`src/rtl/operand_fetch.sv`:
```
// rtl/operand_fetch.sv - issue stage: register-file reads, writeback bypass, hazard scoreboard, output register
module operand_fetch #(
    parameter int CTRL_W = 32
) (
    input  logic              clk,
    input  logic              reset_n,
    input  logic              flush,
    input  logic              in_valid,
    output logic              in_ready,
    input  logic [4:0]        in_rs1_addr,
    input  logic              in_rs1_used,
    input  logic [4:0]        in_rs2_addr,
    input  logic              in_rs2_used,
    input  logic [4:0]        in_rd_addr,
    input  logic              in_rd_wr,
    input  logic [CTRL_W-1:0] in_ctrl,
    output logic              rf_rd_ch0_en,
    output logic [4:0]        rf_rd_ch0_addr,
    input  logic [31:0]       rf_rd_ch0_data,
    output logic              rf_rd_ch1_en,
    output logic [4:0]        rf_rd_ch1_addr,
    input  logic [31:0]       rf_rd_ch1_data,
    input  logic              wb_en,
    input  logic [4:0]        wb_addr,
    input  logic [31:0]       wb_data,
    output logic              out_valid,
    input  logic              out_ready,
    output logic [31:0]       out_rs1_data,
    output logic [31:0]       out_rs2_data,
    output logic [4:0]        out_rd_addr,
    output logic              out_rd_wr,
    output logic [CTRL_W-1:0] out_ctrl,
    output logic [31:0]       sb_busy
);

    logic              out_valid_q, out_valid_d;
    logic [31:0]       out_rs1_q, out_rs1_d;
    logic [31:0]       out_rs2_q, out_rs2_d;
    logic [4:0]        out_rd_q, out_rd_d;
    logic              out_rd_wr_q, out_rd_wr_d;
    logic [CTRL_W-1:0] out_ctrl_q, out_ctrl_d;
    logic [31:0]       busy_q, busy_d;

    logic        wb_hit1, wb_hit2, wb_hit_rd;
    logic        raw1, raw2, waw;
    logic        slot_free, issue, kill_rd;
    logic [31:0] op1, op2;

    assign rf_rd_ch0_en   = in_valid & in_rs1_used;
    assign rf_rd_ch0_addr = in_rs1_addr;
    assign rf_rd_ch1_en   = in_valid & in_rs2_used;
    assign rf_rd_ch1_addr = in_rs2_addr;

    // Register file only commits writeback at the edge, so same-cycle data must be forwarded.
    assign wb_hit1   = wb_en & (wb_addr == in_rs1_addr) & (in_rs1_addr != 5'd0);
    assign wb_hit2   = wb_en & (wb_addr == in_rs2_addr) & (in_rs2_addr != 5'd0);
    assign wb_hit_rd = wb_en & (wb_addr == in_rd_addr);

    always_comb begin
        op1 = 32'd0;
        op2 = 32'd0;
        if (in_rs1_used) begin
            op1 = wb_hit1 ? wb_data : rf_rd_ch0_data;
        end
        if (in_rs2_used) begin
            op2 = wb_hit2 ? wb_data : rf_rd_ch1_data;
        end
    end

    assign raw1 = in_rs1_used & (in_rs1_addr != 5'd0) & busy_q[in_rs1_addr] & ~wb_hit1;
    assign raw2 = in_rs2_used & (in_rs2_addr != 5'd0) & busy_q[in_rs2_addr] & ~wb_hit2;
    assign waw  = in_rd_wr & (in_rd_addr != 5'd0) & busy_q[in_rd_addr] & ~wb_hit_rd;

    assign slot_free = ~out_valid_q | out_ready;
    assign in_ready  = ~flush & ~raw1 & ~raw2 & ~waw & slot_free;
    assign issue     = in_valid & in_ready;

    // A flushed instruction never reaches writeback, so its reservation is released here.
    assign kill_rd = flush & out_valid_q & out_rd_wr_q & (out_rd_q != 5'd0);

    always_comb begin
        out_valid_d = out_valid_q;
        out_rs1_d   = out_rs1_q;
        out_rs2_d   = out_rs2_q;
        out_rd_d    = out_rd_q;
        out_rd_wr_d = out_rd_wr_q;
        out_ctrl_d  = out_ctrl_q;
        if (flush) begin
            out_valid_d = 1'b0;
        end else if (issue) begin
            out_valid_d = 1'b1;
            out_rs1_d   = op1;
            out_rs2_d   = op2;
            out_rd_d    = in_rd_addr;
            out_rd_wr_d = in_rd_wr;
            out_ctrl_d  = in_ctrl;
        end else if (out_valid_q & out_ready) begin
            out_valid_d = 1'b0;
        end
    end

    // Ordering makes a same-cycle set override the writeback clear.
    always_comb begin
        busy_d = busy_q;
        if (wb_en) begin
            busy_d[wb_addr] = 1'b0;
        end
        if (kill_rd) begin
            busy_d[out_rd_q] = 1'b0;
        end
        if (issue & in_rd_wr) begin
            busy_d[in_rd_addr] = 1'b1;
        end
        busy_d[0] = 1'b0;
    end

    always_ff @(posedge clk or negedge reset_n) begin
        if (!reset_n) begin
            out_valid_q <= 1'b0;
            out_rs1_q   <= 32'd0;
            out_rs2_q   <= 32'd0;
            out_rd_q    <= 5'd0;
            out_rd_wr_q <= 1'b0;
            out_ctrl_q  <= '0;
            busy_q      <= 32'd0;
        end else begin
            out_valid_q <= out_valid_d;
            out_rs1_q   <= out_rs1_d;
            out_rs2_q   <= out_rs2_d;
            out_rd_q    <= out_rd_d;
            out_rd_wr_q <= out_rd_wr_d;
            out_ctrl_q  <= out_ctrl_d;
            busy_q      <= busy_d;
        end
    end

    assign out_valid    = out_valid_q;
    assign out_rs1_data = out_rs1_q;
    assign out_rs2_data = out_rs2_q;
    assign out_rd_addr  = out_rd_q;
    assign out_rd_wr    = out_rd_wr_q;
    assign out_ctrl     = out_ctrl_q;
    assign sb_busy      = busy_q;

endmodule

```
`config.mk`:
```
export PLATFORM = sky130hd
export DESIGN_NAME = operand_fetch
export DESIGN_NICKNAME = d
export VERILOG_FILES = /design/src/rtl/operand_fetch.sv
export SDC_FILE = /design/constraint.sdc
export NUM_CORES = 1
export LEC_CHECK = 0
export ABC_AREA = 0
export BUFFER_PORTS_ARGS = -buffer_cell sky130_fd_sc_hd__buf_2
export CORE_MARGIN = 8
export CORE_UTILIZATION = 50
export CTS_CLUSTER_DIAMETER = 200
export DETAILED_ROUTE_END_ITERATION = 8
export PLACE_DENSITY_LB_ADDON = 0.15
export SLEW_MARGIN = 0
export SYNTH_ARGS = -nofsm -noshare
export SYNTH_HDL_FRONTEND = slang
export SYNTH_SLANG_ARGS = --single-unit
```
`constraint.sdc`:
```
create_clock -name clk -period 2.9 [get_ports clk]
set_input_delay 0.145 -clock clk [delete_from_list [all_inputs] [get_ports clk]]
set_output_delay 0.145 -clock clk [all_outputs]
set_load 0.02 [all_outputs]
```
==> run summary, run 1 <==
DRT Pass-1 Iters: 7
Routed wire per std cell: 21.73 um
worst vdd ir: 0.4555 mV
endpoints failing setup: 0
final hold slack: 0.09341 ns
first-iteration detailed-routing DRC count: 414
Pwr Density: 633.1 nW/um^2
CTS tree: built
clock root cell: clkbuf_16
DRC viols: 0
WP data arrival: 3.07 ns
CTS H-tree depth: 4
Num CTS Buffers: 17
CP endpoint kind: flip-flop
worst-path maximum fanout: 21
Post-Synthesis Cells: 662
FFs w/ async S/R, synth: 100.0%
share of the synthesized area in the top cell type: 42.50%
Die W: 141.6 um
max incr delay on CP: 0.56 ns
routability cong.: 0.8920
antenna-violating nets left: 0
MaxCap Viol Count: 0
Yosys top cell by area: dfrtp_1
status: finished clean
total core area: 15660 um^2
dpl hpwl: 18360 um
crit path time final: 2.710 ns
global-route wire length before repair: 39810 um
Worst EP required: 3.26 ns
commonest register cell after synthesis: dfrtp_1
Post-Place Cells: 1135
HP Start: rf_rd_ch1_data[23]
synth unique cells: 49
Synth Register Bits: 134
PortBufs: 303
area of the multi-input gates: 4178 um^2
total grt overflow: 0
number of global-route vias before repair: 7328
crit path launch: sb_busy[4]$_DFF_PN0_
total track usage: 25.29%
nets: 1133
clk sinks: 134
Synth area leaders: dfrtp_1 42%, mux2_2 10%, mux2i_1 9.4%
Seq/Total Area, Yosys: 42.50%
synth warn: 0
leak pwr: 4.953 nW
WS Path Type: reg -> reg
setup slack after layout: 0.1902 ns
Max Root-Sink Buffers: 2
Vias/cell: 5.705
num ports: 305
Core Rows: 46
Tightest Hold Check Type: in -> reg
final hold vios: 0
final WL: 26210 um
Syn-to-layout area delta: 33.86%
crit path cell chain: mux4_2 > a22oi_1 > o221ai_2 > o31ai_4 > nand4b_4 > buf_16 > o21ai_0 > dlygate4sd3_1
Layout Cells excl Fill: 1206
mean post-synth cell area: 11.92 um^2
Buf+Inv Stages, Crit Path: 2
setup TNS: 0 ns
Critical R2R Launch: sb_busy[4]$_DFF_PN0_
die area: 20060 um^2
Reg clk slew, reported paths: 0.07 ns
die height: 141.6 um
number of synthesized flops with an enable pin: 0
CP max stage cell: dlygate4sd3_1
max-slew violations: 0
max frequency: 369.0 MHz
Setup WS pre-CTS: 0.3158 ns
RSZ-0062 raised after global routing: false
Initial Util: 50.40%
worst rel slew slack: 58.48%
largest net degree at the start of global routing: 82
register area: 3353 um^2
critical path's top delay family: buffers and inverters
Startpoint Class: flip-flop
clock latency on the worst-skew pair: 0.42 ns
mapped cell area: 7890 um^2
worst slew pin tran: 0.6228 ns
Tcrit/Tclk final: 93.44%
share of post-route cells with drive strength above 1: 47.93%
Fill cells: 1249
Worst Skew: 0.01399 ns
routed via count: 6880
initial antenna violation count: 2
Syn Nets: 819
[worst register-to-register path: cells and delay by family (launching register included)]
kind                   cells  cell delay (ns)
AOI/OAI and AO/OA          4             0.75
DFF                        1             0.45
muxes                      1             0.48
buffers and inverters      2             0.78
and+or+nand+nor            1             0.19
[timing repair]
action	CTS	global route
endpoints found under the hold margin	91	0
hold buffers	35	0
buffers inserted	0	1
setup endpoints to repair	0	1
resized for setup	0	3
[power by group]
part           total [mW]  internal [mW]  switching [mW]
sequential           2.49           2.23           0.266
clock                2.21           1.24           0.974
combinational        1.98          0.847            1.14
total                6.69           4.31            2.38
[layer usage]
metal	up-vias	wire length, um	global-route usage (%)
met5	-	8	0
met4	2	795	10.12
met3	63	2721	9.106
met2	401	12930	42.46
met1	3330	9752	28.82
li1	3084	-	-
[placed cells by master, fill, tap and decap left out, types with 17 or more instances in the layout]
master         instances
nand2_1               19
dlygate4sd3_1         35
o221ai_1              32
mux2_2                70
mux2i_1               74
nor2b_1               70
buf_2                302
o31ai_1               20
dfrtp_1              134
clkbuf_16             19
mux2_1                22
mux2_4                17
[worst paths after layout]
check	to	slack (ns)	cells after the start
max reg2reg	out_valid$_DFFE_PN0P_	0.19	8
min	out_rs2_data[23]$_DFFE_PN0P_	0.09	4
min in group asynchronous	out_ctrl[10]$_DFFE_PN0P_	0.30	2
max	out_valid$_DFFE_PN0P_	0.19	8
min reg2reg	out_rs2_data[29]$_DFFE_PN0P_	0.49	1
max in group asynchronous	sb_busy[12]$_DFF_PN0_	1.85	3
[synthesized netlist by cell type (all sizes together) (2+ instances only)]
master / instances
a311o: 2
a31oi: 3
and2: 2
and4: 2
buf: 38
clkbuf: 26
dfrtp: 134
inv: 8
mux2: 109
mux2i: 74
mux4: 16
nand2: 19
nand2b: 3
nand3: 10
nand3b: 13
nand4: 4
nor2: 7
nor2b: 70
nor3b: 4
nor4: 3
o21ai: 16
o221ai: 33
o22ai: 2
o31ai: 21
o41ai: 2
or2: 3
or3: 5
or3b: 6
or4: 2
xnor2: 3
xor2: 12
[kinds of logic after synthesis]
family          after synthesis  synth area share, %
compound gates               85                8.468
xor+xnor                     15                1.665
buf+inv                      72                4.805
flops                       134                42.50
mux                         199                30.32
other cells                   1              0.04753
simple gates                156                12.19
[stage by stage]
stage	utilization (%)	total power, mW	instance area (um^2)
global placement	60.85	4.395	9525
finish	67.46	6.686	10560
CTS	66.94	6.705	10480
detailed placement	60.85	4.434	9525
floorplan	-	3.650	7890
global route	67.46	6.980	10560
[final cells by class]
type / count / share of cell area, %
sequential: 134 / 31.75
tap: 216 / 2.559
clock buffer: 17 / 4.028
inverter: 8 / 0.2843
timing repair buffer: 359 / 20.10
clock inverter: 15 / 1.694
multi-input combinational: 456 / 39.56
antenna: 1 / 0.02369
[registers in the layout, indices dropped and copies added (netlist names)]
register and cells:
out_ctrl 32, out_rd_addr 5, out_rd_wr 1, out_rs1_data 32, out_rs2_data 32, out_valid 1, sb_busy 31
No activity file was read; power rests on OpenSTA's default activity.
==> run 2, diff against run 1 <==
--- a/config.mk
+++ b/config.mk
@@ -7,11 +7,10 @@
 export LEC_CHECK = 0
 export ABC_AREA = 0
 export BUFFER_PORTS_ARGS = -buffer_cell sky130_fd_sc_hd__buf_2
-export CORE_MARGIN = 8
-export CORE_UTILIZATION = 50
+export CORE_MARGIN = 2
+export CORE_UTILIZATION = 25
 export CTS_CLUSTER_DIAMETER = 200
 export DETAILED_ROUTE_END_ITERATION = 8
-export PLACE_DENSITY_LB_ADDON = 0.15
 export SLEW_MARGIN = 0
 export SYNTH_ARGS = -nofsm -noshare
 export SYNTH_HDL_FRONTEND = slang
==> run 2 against run 1 <==
Against the previous run: maximum frequency grew 0.69%; clock-buffer cell count is the same; sequential cell count is the same; critical path type unchanged; highest routed layer is now met4.
==> run summary, run 2 (synthesis results as in run 1) <==
Syn-to-layout area delta: 36.47% (was 33.86%)
dpl hpwl: 18020 um (was 18360 um)
MaxCap Viol Count: 0 (unchanged)
worst rel slew slack: 64.82% (was 58.48%)
Routed wire per std cell: 18.76 um (was 21.73 um)
RSZ-0062 raised after global routing: false (unchanged)
number of global-route vias before repair: 6812 (was 7328)
global-route wire length before repair: 39460 um (was 39810 um)
CP endpoint kind: flip-flop (unchanged)
clock root cell: clkbuf_16 (unchanged)
Initial Util: 25.20% (was 50.40%)
Post-Place Cells: 1315 (was 1135)
clock latency on the worst-skew pair: 0.43 ns (was 0.42 ns)
Vias/cell: 4.952 (was 5.705)
PortBufs: 303 (unchanged)
Num CTS Buffers: 17 (unchanged)
crit path time final: 2.691 ns (was 2.710 ns)
max frequency: 371.6 MHz (was 369.0 MHz)
WP data arrival: 3.00 ns (was 3.07 ns)
final hold slack: 0.08068 ns (was 0.09341 ns)
worst slew pin tran: 0.5261 ns (was 0.6228 ns)
worst vdd ir: 0.2966 mV (was 0.4555 mV)
largest net degree at the start of global routing: 87 (was 82)
Worst EP required: 3.21 ns (was 3.26 ns)
die area: 33000 um^2 (was 20060 um^2)
Pwr Density: 626.3 nW/um^2 (was 633.1 nW/um^2)
DRC viols: 0 (unchanged)
Worst Skew: 0.01624 ns (was 0.01399 ns)
commonest non-fill, non-tap cell in the layout: buf_2 (unchanged)
DRT Pass-1 Iters: 5 (was 7)
clk sinks: 134 (unchanged)
WS Path Type: reg -> reg (unchanged)
setup TNS: 0 ns (unchanged)
Tightest Hold Check Type: in -> reg (unchanged)
share of post-route cells with drive strength above 1: 47.46% (was 47.93%)
total track usage: 15.38% (was 25.29%)
setup slack after layout: 0.2088 ns (was 0.1902 ns)
Tcrit/Tclk final: 92.80% (was 93.44%)
total core area: 31310 um^2 (was 15660 um^2)
Layout Cells excl Fill: 1387 (was 1206)
status: finished clean (unchanged)
nets: 1128 (was 1133)
Max Root-Sink Buffers: 2 (unchanged)
CTS tree: built (unchanged)
Setup WS pre-CTS: 0.2763 ns (was 0.3158 ns)
num ports: 305 (unchanged)
routability cong.: 0.8454 (was 0.8920)
final WL: 26020 um (was 26210 um)
routed via count: 6869 (was 6880)
endpoints failing setup: 0 (unchanged)
Core Rows: 65 (was 46)
worst-path maximum fanout: 48 (was 21)
initial antenna violation count: 1 (was 2)
max-slew violations: 0 (unchanged)
final hold vios: 0 (unchanged)
Startpoint Class: flip-flop (unchanged)
die height: 181.7 um (was 141.6 um)
CTS H-tree depth: 4 (unchanged)
Reg clk slew, reported paths: 0.07 ns (about the same)
leak pwr: 4.926 nW (was 4.953 nW)
total grt overflow: 0 (unchanged)
commonest non-fill, non-tap cells in the layout: 302 x buf_2, 134 x dfrtp_1, 74 x mux2i_1 (unchanged)
first-iteration detailed-routing DRC count: 418 (was 414)
antenna-violating nets left: 0 (unchanged)
Die W: 181.7 um (was 141.6 um)
post-route core utilization: 34.39% (was 67.46%)
## run 2: cell types whose count changed in the layout (fill, tap and decap cells not counted), moves of 2 or more
| cell | before | now |
|---|---|---|
| buf_4 | 15 | 9 |
| inv_8 | 5 | 1 |
| clkinv_8 | 2 | 0 |
| bufinv_16 | 1 | 3 |
| clkinvlp_4 | 1 | 3 |
## run 2: per-layer routing
layer | wire length [um] | track usage, % | vias up | part of all wire (%)
li1 | - | - | 3070 | -
met1 | 10670 | 19.81 | 3361 | 41
met2 | 12430 | 24.64 | 380 | 48
met3 | 2202 | 4.132 | 58 | 8.5
met4 | 712 | 5.951 | 0 | 2.7
met5 | 0 | 0 | - | 0
## run 2: path summary, 6_finish.rpt
kind,from,endpoint,slack (ns),cells past startpoint
setup / recovery,sb_busy[7]$_DFF_PN0_,out_rs1_data[0]$_DFFE_PN0P_,0.21,8
hold / removal,rf_rd_ch1_data[23],out_rs2_data[23]$_DFFE_PN0P_,0.08,4
setup reg to reg,sb_busy[7]$_DFF_PN0_,out_rs1_data[0]$_DFFE_PN0P_,0.21,8
hold reg to reg,out_rs2_data[20]$_DFFE_PN0P_,out_rs2_data[20]$_DFFE_PN0P_,0.48,1
max in group asynchronous,reset_n,sb_busy[10]$_DFF_PN0_,1.88,3
min in group asynchronous,reset_n,out_rs1_data[23]$_DFFE_PN0P_,0.21,2
## run 2: per-stage QoR
step	instance area [um^2]	power [mW]
after floorplan	7890	3.650
after global placement	9726	4.402
after detailed placement	9726	4.424
after CTS	10690	6.787
after global routing	10770	7.092
final	10770	6.743
## run 2: final cells by class
cell class / count / area, um^2
clock buffers: 17 / 425.4
repair buffers: 354 / 2098
clock inverters: 15 / 190.2
inverters: 8 / 30.03
multi-input cells: 456 / 4165
fillers: 3140 / 20540
flip-flops and latches: 134 / 3353
diodes: 1 / 2.502
well taps: 402 / 503.0
## run 2: critical path, cell delays in order, from the launching register on
cell and delay [ns]:
dfrtp_1 0.45, mux4_2 0.49, a22oi_1 0.24, o221ai_2 0.15, o31ai_4 0.25, nand4b_4 0.17
buf_4 0.21, buf_12 0.18, mux2_1 0.36
## run 2: timing repair
action                                  in CTS  in global routing
setup buffers                                0                  2
resized for setup                            0                  2
hold buffers                                35                  0
endpoints found under the setup margin       0                  1
hold endpoints to repair                    73                  0
## run 2: power breakdown
group          internal, mW  switching [mW]
logic                 0.841            1.10
clock network          1.37           0.919
registers              2.23           0.282
total                  4.44            2.30
